### config.mk
export PLATFORM = sky130hd
export DESIGN_NAME = syn_seg_display
export DESIGN_NICKNAME = d
export VERILOG_FILES = /design/src/rtl/syn_seg_display_pkg.sv /design/src/rtl/syn_seg_display_cmb_hex_seg.sv /design/src/rtl/syn_seg_display.sv
export SDC_FILE = /design/constraint.sdc
export NUM_CORES = 1
export LEC_CHECK = 0
export BUFFER_PORTS_ARGS = -buffer_cell sky130_fd_sc_hd__buf_2
export CAP_MARGIN = 10
export CORE_MARGIN = 2
export CORE_UTILIZATION = 58
export DETAILED_ROUTE_END_ITERATION = 10
export PLACE_DENSITY = 0.87
export SYNTH_ARGS = -nofsm -noshare
export SYNTH_HDL_FRONTEND = slang
export SYNTH_HIERARCHICAL = 1
export SYNTH_SLANG_ARGS = --single-unit
### constraint.sdc
create_clock -name clk -period 8.1 [get_ports clk]
set_clock_uncertainty 0.15 [all_clocks]
set_input_delay 1.62 -clock clk [delete_from_list [all_inputs] [get_ports clk]]
set_output_delay 1.62 -clock clk [all_outputs]
set_load 0.05 [all_outputs]
### src/rtl/syn_seg_display_pkg.sv
// Shared definitions for the seven-segment debug display back-end.
//   - view-index constants selecting which CPU debug word is shown
//   - digit count of the display and the all-segments-off pattern
//   - helper locating the most-significant non-zero nibble of a word,
//     used by the optional leading-zero blanking (SEG_DISP_LZ_BLANK_EN)
package syn_seg_display_pkg;

  typedef enum logic [1:0] {
    DISP_MODE_SYS = 2'd0,
    DISP_MODE_PC  = 2'd1,
    DISP_MODE_RF  = 2'd2,
    DISP_MODE_DM  = 2'd3
  } disp_mode_e;

  localparam int          DISP_DIGITS = 8;
  localparam logic [7:0]  SEG_BLANK   = 8'hFF;

  // Index of the highest non-zero nibble; 0 for an all-zero word so that
  // digit 0 is always considered significant.
  function automatic logic [2:0] msn_index(input logic [31:0] word);
    logic [2:0] top;
    top = 3'd0;
    for (int i = 0; i < DISP_DIGITS; i++) begin
      if (word[i*4 +: 4] != 4'h0) top = 3'(i);
    end
    return top;
  endfunction

endpackage

### src/rtl/syn_seg_display_cmb_hex_seg.sv
// cmb_hex_seg: combinational hex nibble to seven-segment decoder.
// Ports:
//   i_nibble  in  4  value 0..F
//   o_seg     out 7  segments g..a, active-low (common-anode display)
module cmb_hex_seg (
  input  logic [3:0] i_nibble,
  output logic [6:0] o_seg
);

  always_comb begin
    o_seg = 7'h7F;
    case (i_nibble)
      4'h0: o_seg = 7'h40;
      4'h1: o_seg = 7'h79;
      4'h2: o_seg = 7'h24;
      4'h3: o_seg = 7'h30;
      4'h4: o_seg = 7'h19;
      4'h5: o_seg = 7'h12;
      4'h6: o_seg = 7'h02;
      4'h7: o_seg = 7'h78;
      4'h8: o_seg = 7'h00;
      4'h9: o_seg = 7'h10;
      4'hA: o_seg = 7'h08;
      4'hB: o_seg = 7'h03;
      4'hC: o_seg = 7'h46;
      4'hD: o_seg = 7'h21;
      4'hE: o_seg = 7'h06;
      4'hF: o_seg = 7'h0E;
      default: o_seg = 7'h7F;
    endcase
  end

endmodule

### src/rtl/syn_seg_display.sv
// syn_seg_display: debug display back-end. Shows one of four CPU debug
// words on an 8-digit common-anode seven-segment display, one digit at a
// time. A debounced push-button steps through the views.
// Ports:
//   clk, rst            clock, synchronous active-high reset
//   display             view 0 word (syscall display)
//   pc_dbg              view 1 word (program counter)
//   regfile_data_dbg    view 2 word (debug register read)
//   datamem_data_dbg    view 3 word (debug data-memory read)
//   halted              CPU halted flag, lights dp of digit 0
//   btn_mode            raw asynchronous view button, active-high
//   seg                 segments, active-low, [7]=dp, [6:0]=g..a
//   an                  anodes, active-low, an[0]=least-significant nibble
//   mode                current view index
// Build option: define SEG_DISP_LZ_BLANK_EN to blank leading-zero digits.
module syn_seg_display
  import syn_seg_display_pkg::*;
#(
  parameter int ScanDiv        = 100000,
  parameter int DebounceCycles = 1000000
) (
  input  logic        clk,
  input  logic        rst,
  input  logic [31:0] display,
  input  logic [31:0] pc_dbg,
  input  logic [31:0] regfile_data_dbg,
  input  logic [31:0] datamem_data_dbg,
  input  logic        halted,
  input  logic        btn_mode,
  output logic [7:0]  seg,
  output logic [7:0]  an,
  output logic [1:0]  mode
);

  localparam int ScanW = (ScanDiv > 2) ? $clog2(ScanDiv) : 1;
  localparam int DbW   = (DebounceCycles > 2) ? $clog2(DebounceCycles) : 1;
  localparam int IdxW  = $clog2(DISP_DIGITS);

  localparam logic [ScanW-1:0] SCAN_LAST = ScanW'(ScanDiv - 1);
  localparam logic [DbW-1:0]   DB_LAST   = DbW'(DebounceCycles - 1);
  localparam logic [IdxW-1:0]  IDX_LAST  = IdxW'(DISP_DIGITS - 1);

  // Button path
  logic           r_sync0;
  logic           r_sync1;
  logic           r_db_level;
  logic           r_db_prev;
  logic [DbW-1:0] r_db_cnt;

  // Scan / latch / view
  logic [ScanW-1:0] r_scan_cnt;
  logic [IdxW-1:0]  r_idx;
  logic [31:0]      r_latch;
  disp_mode_e       r_mode;

  // Output registers
  logic [7:0] r_seg;
  logic [7:0] r_an;

  logic        w_mode_adv;
  logic        w_tick;
  disp_mode_e  w_next_mode;
  disp_mode_e  w_sel_mode;
  logic [31:0] w_sel_word;
  logic [3:0]  w_nibble;
  logic [6:0]  w_seg7;
  logic        w_dp;
  logic        w_blank;

  always_ff @(posedge clk) begin
    if (rst) begin
      r_sync0 <= 1'b0;
      r_sync1 <= 1'b0;
    end else begin
      r_sync0 <= btn_mode;
      r_sync1 <= r_sync0;
    end
  end

  // The counter only runs while the synced level disagrees with the
  // accepted level, so any return to agreement restarts the qualification.
  always_ff @(posedge clk) begin
    if (rst) begin
      r_db_level <= 1'b0;
      r_db_prev  <= 1'b0;
      r_db_cnt   <= '0;
    end else begin
      r_db_prev <= r_db_level;
      if (r_sync1 == r_db_level) begin
        r_db_cnt <= '0;
      end else if (r_db_cnt == DB_LAST) begin
        r_db_level <= r_sync1;
        r_db_cnt   <= '0;
      end else begin
        r_db_cnt <= r_db_cnt + 1'b1;
      end
    end
  end

  assign w_mode_adv  = r_db_level & ~r_db_prev;
  assign w_next_mode = disp_mode_e'(r_mode + 2'd1);
  assign w_tick      = (r_scan_cnt == SCAN_LAST);

  // On a view change the latch must load the incoming view's word.
  assign w_sel_mode = w_mode_adv ? w_next_mode : r_mode;

  always_comb begin
    w_sel_word = display;
    case (w_sel_mode)
      DISP_MODE_SYS: w_sel_word = display;
      DISP_MODE_PC:  w_sel_word = pc_dbg;
      DISP_MODE_RF:  w_sel_word = regfile_data_dbg;
      DISP_MODE_DM:  w_sel_word = datamem_data_dbg;
      default:       w_sel_word = display;
    endcase
  end

  // A view change outranks a scan tick: the frame restarts at digit 0.
  // Otherwise the word is only sampled at the frame boundary so a frame
  // never mixes digits of two different words.
  always_ff @(posedge clk) begin
    if (rst) begin
      r_mode     <= DISP_MODE_SYS;
      r_scan_cnt <= '0;
      r_idx      <= '0;
      r_latch    <= '0;
    end else if (w_mode_adv) begin
      r_mode     <= w_next_mode;
      r_scan_cnt <= '0;
      r_idx      <= '0;
      r_latch    <= w_sel_word;
    end else begin
      if (w_tick) begin
        r_scan_cnt <= '0;
        r_idx      <= r_idx + 1'b1;
        if (r_idx == IDX_LAST) r_latch <= w_sel_word;
      end else begin
        r_scan_cnt <= r_scan_cnt + 1'b1;
      end
    end
  end

  assign w_nibble = r_latch[{r_idx, 2'b00} +: 4];
  assign w_dp     = ~((r_idx == '0) & halted);

`ifdef SEG_DISP_LZ_BLANK_EN
  assign w_blank = (r_idx > msn_index(r_latch));
`else
  assign w_blank = 1'b0;
`endif

  cmb_hex_seg u_hex_seg (
    .i_nibble (w_nibble),
    .o_seg    (w_seg7)
  );

  always_ff @(posedge clk) begin
    if (rst) begin
      r_seg <= SEG_BLANK;
      r_an  <= 8'hFF;
    end else begin
      r_an  <= ~(8'h01 << r_idx);
      r_seg <= w_blank ? {w_dp, SEG_BLANK[6:0]} : {w_dp, w_seg7};
    end
  end

  assign seg  = r_seg;
  assign an   = r_an;
  assign mode = r_mode;

endmodule

==> results of run 1 <==
## layer usage
| metal | wire length, um | GRT usage | vias up |
|---|---|---|---|
| met5 | 0 | 0 | - |
| met2 | 7150 | 0.478 | 190 |
| met1 | 6010 | 0.317 | 2570 |
| li1 | - | - | 2675 |
| met3 | 888 | 0.0560 | 24 |
| met4 | 293 | 0.0936 | 0 |
## Yosys cell counts, types with 7 or more instances
master    count
a211oi_1     19
a21oi_1      19
a221oi_1     18
buf_2        24
clkbuf_1     22
dfxtp_1      94
ha_1         15
inv_1        14
mux2_2       15
mux2i_1      26
mux4_2        8
nand2_1      32
nand3_1      15
nand3b_1     14
nor2_1       90
nor2b_1       7
nor3_1       42
nor3b_1      20
o21ai_0      38
o22ai_1      14
o31ai_1      18
o41ai_1       8
or2_2         7
xnor2_1      24
xor2_1       13
## worst reg2reg max path, stage by stage, from the launching register on
cell and delay (ns):
dfxtp_1 0.79, mux4_2 0.59, nand2_1 0.09, nand2_1 0.17, inv_1 0.20, ha_1 0.16
inv_1 0.05, mux4_1 0.47, or2_2 0.27
## power groups by stage
| stage | logic (uW) | registers [uW] | clock network (uW) |
|---|---|---|---|
| finish | 81.1 | 468 | 405 |
| global route | 89.0 | 468 | 429 |
| CTS | 81.2 | 468 | 409 |
| detailed placement | 80.9 | 479 | 0 |
| global placement | 77.8 | 478 | 0 |
| floorplan | 30.5 | 486 | 0 |
## cells by family (layout without fill, tap and decap cells)
group	count (synthesis)	in the layout	synth area share
DFF	94	94	0.328
AOI/OAI and AO/OA	145	145	0.178
muxes	50	50	0.111
xor gates and xnor gates	37	37	0.0564
buffers and inverters	71	184	0.0564
and+or+nand+nor	263	263	0.238
adders and majority gates	15	15	0.0327
## layout make-up
type                            count  area [um^2]
Clock buffer                        9          124
Clock inverter                      7          144
Fill cell                         751         2980
Inverter                           14         52.6
Multi-Input combinational cell    510         3550
Sequential cell                    94         1890
Tap cell                          133          166
Timing Repair Buffer              154          783
## final timing paths
kind | from | endpoint | slack, ns | depth (start not counted)
max | mode[1]$_SDFF_PP0_ | mode[1] | 4.48 | 1
min | r_sync0$_SDFF_PP0_ | r_sync1$_SDFF_PP0_ | 0.32 | 1
max reg2reg | r_idx[0]$_SDFFE_PP0P_ | seg[3]$_SDFF_PP1_ | 5.07 | 8
min reg2reg | r_sync0$_SDFF_PP0_ | r_sync1$_SDFF_PP0_ | 0.32 | 1
## stage by stage
stage / instance area (um^2) / setup slack [ns] / instances / hold slack [ns] / total power [uW]
after floorplan: 5740 / 5.47 / 675 / 0.264 / 517
after global placement: 6440 / 4.92 / 905 / 0.290 / 556
after detailed placement: 6440 / 4.86 / 905 / 0.297 / 559
after CTS: 6710 / 4.48 / 921 / 0.319 / 958
after global routing: 6710 / 4.38 / 921 / 0.341 / 986
final: 6710 / 4.48 / 921 / 0.316 / 954
## state kept, by name, summed over array words and instances (netlist names)
signal,count
r_sync0,1
r_latch,32
r_db_prev,1
r_db_cnt,20
r_scan_cnt,17
r_idx,3
seg,8
r_sync1,1
r_db_level,1
an,8
mode,2
## cells in the final DEF, fill, tap and decap left out, types with 13 or more instances in the layout
master      n
o22ai_1    14
mux2_2     15
mux2i_1    26
dfxtp_1    92
inv_1      14
a211oi_1   19
a221oi_1   18
nand3_1    15
xnor2_1    24
ha_1       15
buf_2     149
nand3b_1   14
nor3b_1    20
nor3_1     42
a21oi_1    19
xor2_1     13
o31ai_1    18
o21ai_0    38
nor2_1     90
nand2_1    32
==> impl_metrics.toml, run 1 <==
[clock_network]
cts_made_buffers = 9
cts-htree-levels = 3
clock_path_buffers = 2
clockRootBuffer = "clkbuf_8"
post_cts_buffers = 0
clock_sinks = 94
holdBufCountCts = 0
cts.clk_slew.worst_paths_ns = 0.09
clock_latency_ns = 0.37
cts_tree = "yes"
cts_resized = 0

[routing]
post_drt_wl_per_cell_um = 15.6
drtIter0Drc = 328
num_vias = 5459
drc = 0
firstDrtPassIters = 4
ant_nets = 0
avgViaCountPerCell = 5.93
routed_wl_mm = 14.3

[final_layout]
final_util = 0.692
n_antenna_cell = 0
layout.nets = 930
area_growth_pct = 16.7
layout-drive-gt1-share = 0.275

[grt]
antenna_found_initial = 0
overflow = 0
grt_pass1_wl_mm = 23.8
grt_usage = 0.267
first_global_vias = 5095
grt_start_max_net_pins = 96

[yosys]
synthCells = 675
netlist.area_leader.share = 0.328
ys_types = 50
ys_warn_count = 6
yosysSeqAreaShare = 0.328
synth-edff-count = 0
synthTopCellsByArea = "dfxtp_1 33%, nor2_1 5.9%, mux2i_1 4.5%"
synthFlopType = "dfxtp_1"
synth-seq-cells = 94
syn_area_per_cell_um2 = 8.51
synth_area_leader_cell = "dfxtp_1"
synth_area_um2 = 5740
async_reset_ff_frac = 0
syn_nets = 822

[pwr]
p_comb_frac = 0.085
power_density_nw_per_um2 = 142
p_clk_frac = 0.425
ir_drop_mv = 0.121
switching_share = 0.222
p_seq_frac = 0.490
power.switching_uw = 212
p_leak_uw = 0.00238
intPower_uw = 742

[sta]
drv_slew = 0
final-hold-violation-count = 0
fin_tns_setup_ns = 0
worstMarginPinSlew_ns = 1.07
min_period_over_period = 0.446
setup_viol = 0
maxSlewHeadroom = 0.285
max_freq_ghz = 0.277
rsz0062_at_grt = "false"
period_minus_slack_ns = 3.62

[job]
drv_cap = 0

[floorplanning]
core_um2 = 9680
fp-row-count = 36
fp.dieW_um = 104
boundaryPins = 150
design.die.area_um2 = 10700
die_y_um = 104
start_util = 0.593

[critical_path]
cp_data_arrival_time_ns = 1.85
crit_fanout = 95
slowest_delay_ns = 1.05
worstSetupPathType = "reg2out"
end_kind = "primary output"
worstSetupStartpointType = "flop"
critPathSlowestCell = "dfxtp_4"
crit_chain = "buf_2"
worst_ep_required_time_ns = 6.33
crit_family = "flip-flops"
path_buf_inv = 1

[placed_design]
port_buffers = 149
dp_hpwl_mm = 10.1
gp_congestion = 0.846

[min_path]
hold_class = "reg2reg"

[status]
status = "complete, no violations"
No activity file was read; power rests on OpenSTA's default activity.
==> inputs of run 2 (changes only) <==
--- a/config.mk
+++ b/config.mk
@@ -5,12 +5,13 @@
 export SDC_FILE = /design/constraint.sdc
 export NUM_CORES = 1
 export LEC_CHECK = 0
+export ABC_AREA = 1
 export BUFFER_PORTS_ARGS = -buffer_cell sky130_fd_sc_hd__buf_2
 export CAP_MARGIN = 10
 export CORE_MARGIN = 2
-export CORE_UTILIZATION = 58
+export CORE_UTILIZATION = 48
 export DETAILED_ROUTE_END_ITERATION = 10
-export PLACE_DENSITY = 0.87
+export PLACE_DENSITY = 0.77
 export SYNTH_ARGS = -nofsm -noshare
 export SYNTH_HDL_FRONTEND = slang
 export SYNTH_HIERARCHICAL = 1
==> constraint.sdc (replaced) <==
create_clock -name clk -period 3.3 [get_ports clk]
set_clock_uncertainty 0.15 [all_clocks]
set_input_delay 0.66 -clock clk [delete_from_list [all_inputs] [get_ports clk]]
set_output_delay 0.66 -clock clk [all_outputs]
set_load 0.05 [all_outputs]
==> impl_metrics.toml, run 2 <==
[clock_network]
clock_latency_ns = 0.34
cts.clk_slew.worst_paths_ns = 0.07
clock_sinks = 94
clock_path_buffers = 2
cts_made_buffers = 9
cts-htree-levels = 3
clockRootBuffer = "clkbuf_16"
cts_tree = "yes"
holdBufCountCts = 0

[placed_design]
gp_congestion = 0.928
place_ws_ns = 0.409
dpl.cell_count = 1157
placed_area_um2 = 6380
port_buffers = 149
dp_hpwl_mm = 10.5

[job]
drv_cap = 0

[sta]
period_minus_slack_ns = 2.95
worstMarginPinSlew_ns = 0.763
maxSlewHeadroom = 0.489
min_period_over_period = 0.893
max_freq_ghz = 0.339
rsz0062_at_grt = "false"
drv_slew = 0
setup_viol = 0
final-hold-violation-count = 0
worst_slack_ns = 0.353
fin_tns_setup_ns = 0

[yosys]
netlist.area_leader.share = 0.336
synth-edff-count = 0
synthCells = 897
synth_commonest_cells = "265 x nand2_1, 165 x nor2_1, 94 x dfxtp_1"
syn_nets = 1044
synthFlopType = "dfxtp_1"
synth_area_leader_cell = "dfxtp_1"
synthTopCellsByArea = "dfxtp_1 34%, nand2_1 18%, nor2_1 11%"
synth_area_um2 = 5610
synth-seq-cells = 94
syn_area_per_cell_um2 = 6.25
ys_warn_count = 6
ys_types = 33
yosysSeqAreaShare = 0.336
async_reset_ff_frac = 0
post-synth-top-count-cell = "nand2_1"

[grt]
antenna_found_initial = 0
overflow = 0
grt_usage = 0.224
top_usage_layer = "met2"
first_global_vias = 5446
met1_usage = 0.276
grt_pass1_wl_mm = 23.7
met2_usage = 0.400
met3_usage = 0.0356
grt_start_max_net_pins = 39

[routing]
post_drt_wl_per_cell_um = 11.7
avgViaCountPerCell = 4.96
routed_wl_mm = 13.8
firstDrtPassIters = 4
drc = 0
drtIter0Drc = 358
num_vias = 5815
ant_nets = 0

[critical_path]
worstSetupStartpointType = "flop"
crit_fanout = 11
worstSetupPathType = "reg2reg"
cp_data_arrival_time_ns = 3.02
critPathMostFrequentCell = "nand2_1"
worst_ep_required_time_ns = 3.37
end_kind = "flop"
critPathSlowestCell = "dfxtp_1"
slowest_delay_ns = 0.55
crit_chain = "clkinv_1, a21oi_1, o21ai_0, nand2_1, nor2_1, a31oi_1, inv_1, ha_1, nand2_1, nand3_1, nand2_1, or2_2"

[final_layout]
final-instance-count-excl-fill = 1173
final_common_cell = "nand2_1"
n_antenna_cell = 0
largest_reg_flops = 32
regMostFlops = "r_latch"
final_cell_mix = "265 x nand2_1, 165 x nor2_1, 149 x buf_2"
area_growth_pct = 18.8
multi_input_area_um2 = 3250
fill_cells = 1201
fin_area_um2 = 6660
reg_top3 = "r_latch: 32 flops, r_db_cnt: 20 flops, r_scan_cnt: 17 flops"
seq_area_um2 = 1880
layout.nets = 1172
layout-drive-gt1-share = 0.197

[floorplanning]
fp-row-count = 39
die_y_um = 112
boundaryPins = 150
design.die.area_um2 = 12600
start_util = 0.491
fp.dieW_um = 112
core_um2 = 11400

[pwr]
p_leak_uw = 0.00309
power_density_nw_per_um2 = 339
ir_drop_mv = 0.237

[min_path]
hold_class = "reg2reg"

[status]
status = "complete, no violations"
## run 2: cell types whose count changed in the layout (fill, tap and decap cells not counted), sizes merged, moves of 26 or more
cell / before / now
nand2: 33 / 269
nor2: 90 / 169
inv: 15 / 74
nand3: 15 / 69
nand4: 6 / 35
mux2i: 26 / 0
## run 2: layer usage
layer | up-vias | wire length (um)
li1 | 3121 | -
met3 | 24 | 629
met5 | - | 0
met2 | 152 | 6650
met4 | 0 | 239
met1 | 2518 | 6240
## run 2: report_power, final
group,switching [uW],internal [uW]
clock,446,515
combinational,74.5,74.3
sequential,4.47,1140
## run 2: final timing paths
kind	startpoint	end	slack, ns	cells past startpoint
min reg2reg	r_sync0$_SDFF_PP0_	r_sync1$_SDFF_PP0_	0.26	2
max reg2reg	r_idx[1]$_SDFFE_PP0P_	seg[3]$_SDFF_PP1_	0.35	12
min	r_sync0$_SDFF_PP0_	r_sync1$_SDFF_PP0_	0.26	2
max	r_idx[1]$_SDFFE_PP0P_	seg[3]$_SDFF_PP1_	0.35	12
## run 2: cell type report
cell class | count | share of cell area
Multi-Input combinational cell | 690 | 0.488
Sequential cell | 94 | 0.283
Timing Repair Buffer | 156 | 0.120
Inverter | 74 | 0.0417
Clock buffer | 10 | 0.0344
Tap cell | 143 | 0.0269
Clock inverter | 6 | 0.00676
## run 2: metrics by stage
stage	total power (uW)	util	hold WS, ns
after floorplan	1230	-	0.238
after global placement	1320	0.559	0.250
after detailed placement	1320	0.559	0.250
after CTS	2280	0.583	0.260
after global routing	2340	0.583	0.289
final	2260	0.583	0.257
## run 2: worst max-delay path, delay by kind of cell, from the launching register on
kind | cells | cell delay (ns)
buffers and inverters | 2 | 0.56
AO/OA/AOI/OAI | 3 | 0.66
adder cells (fa/ha/maj) | 1 | 0.35
AND/OR/NAND/NOR | 6 | 0.55
flip-flops | 1 | 0.55
## run 2: cell families after synthesis
kind of cell	synth area share
fa+ha+maj	0.0335
xor+xnor	0.0125
simple gates	0.467
buf+inv	0.0857
flops	0.336
compound gates	0.0661
## run 2: what timing repair did
action,4_1_cts,5_1_grt
resized for setup,0,1
setup buffers,0,0
endpoints found under the setup margin,0,2
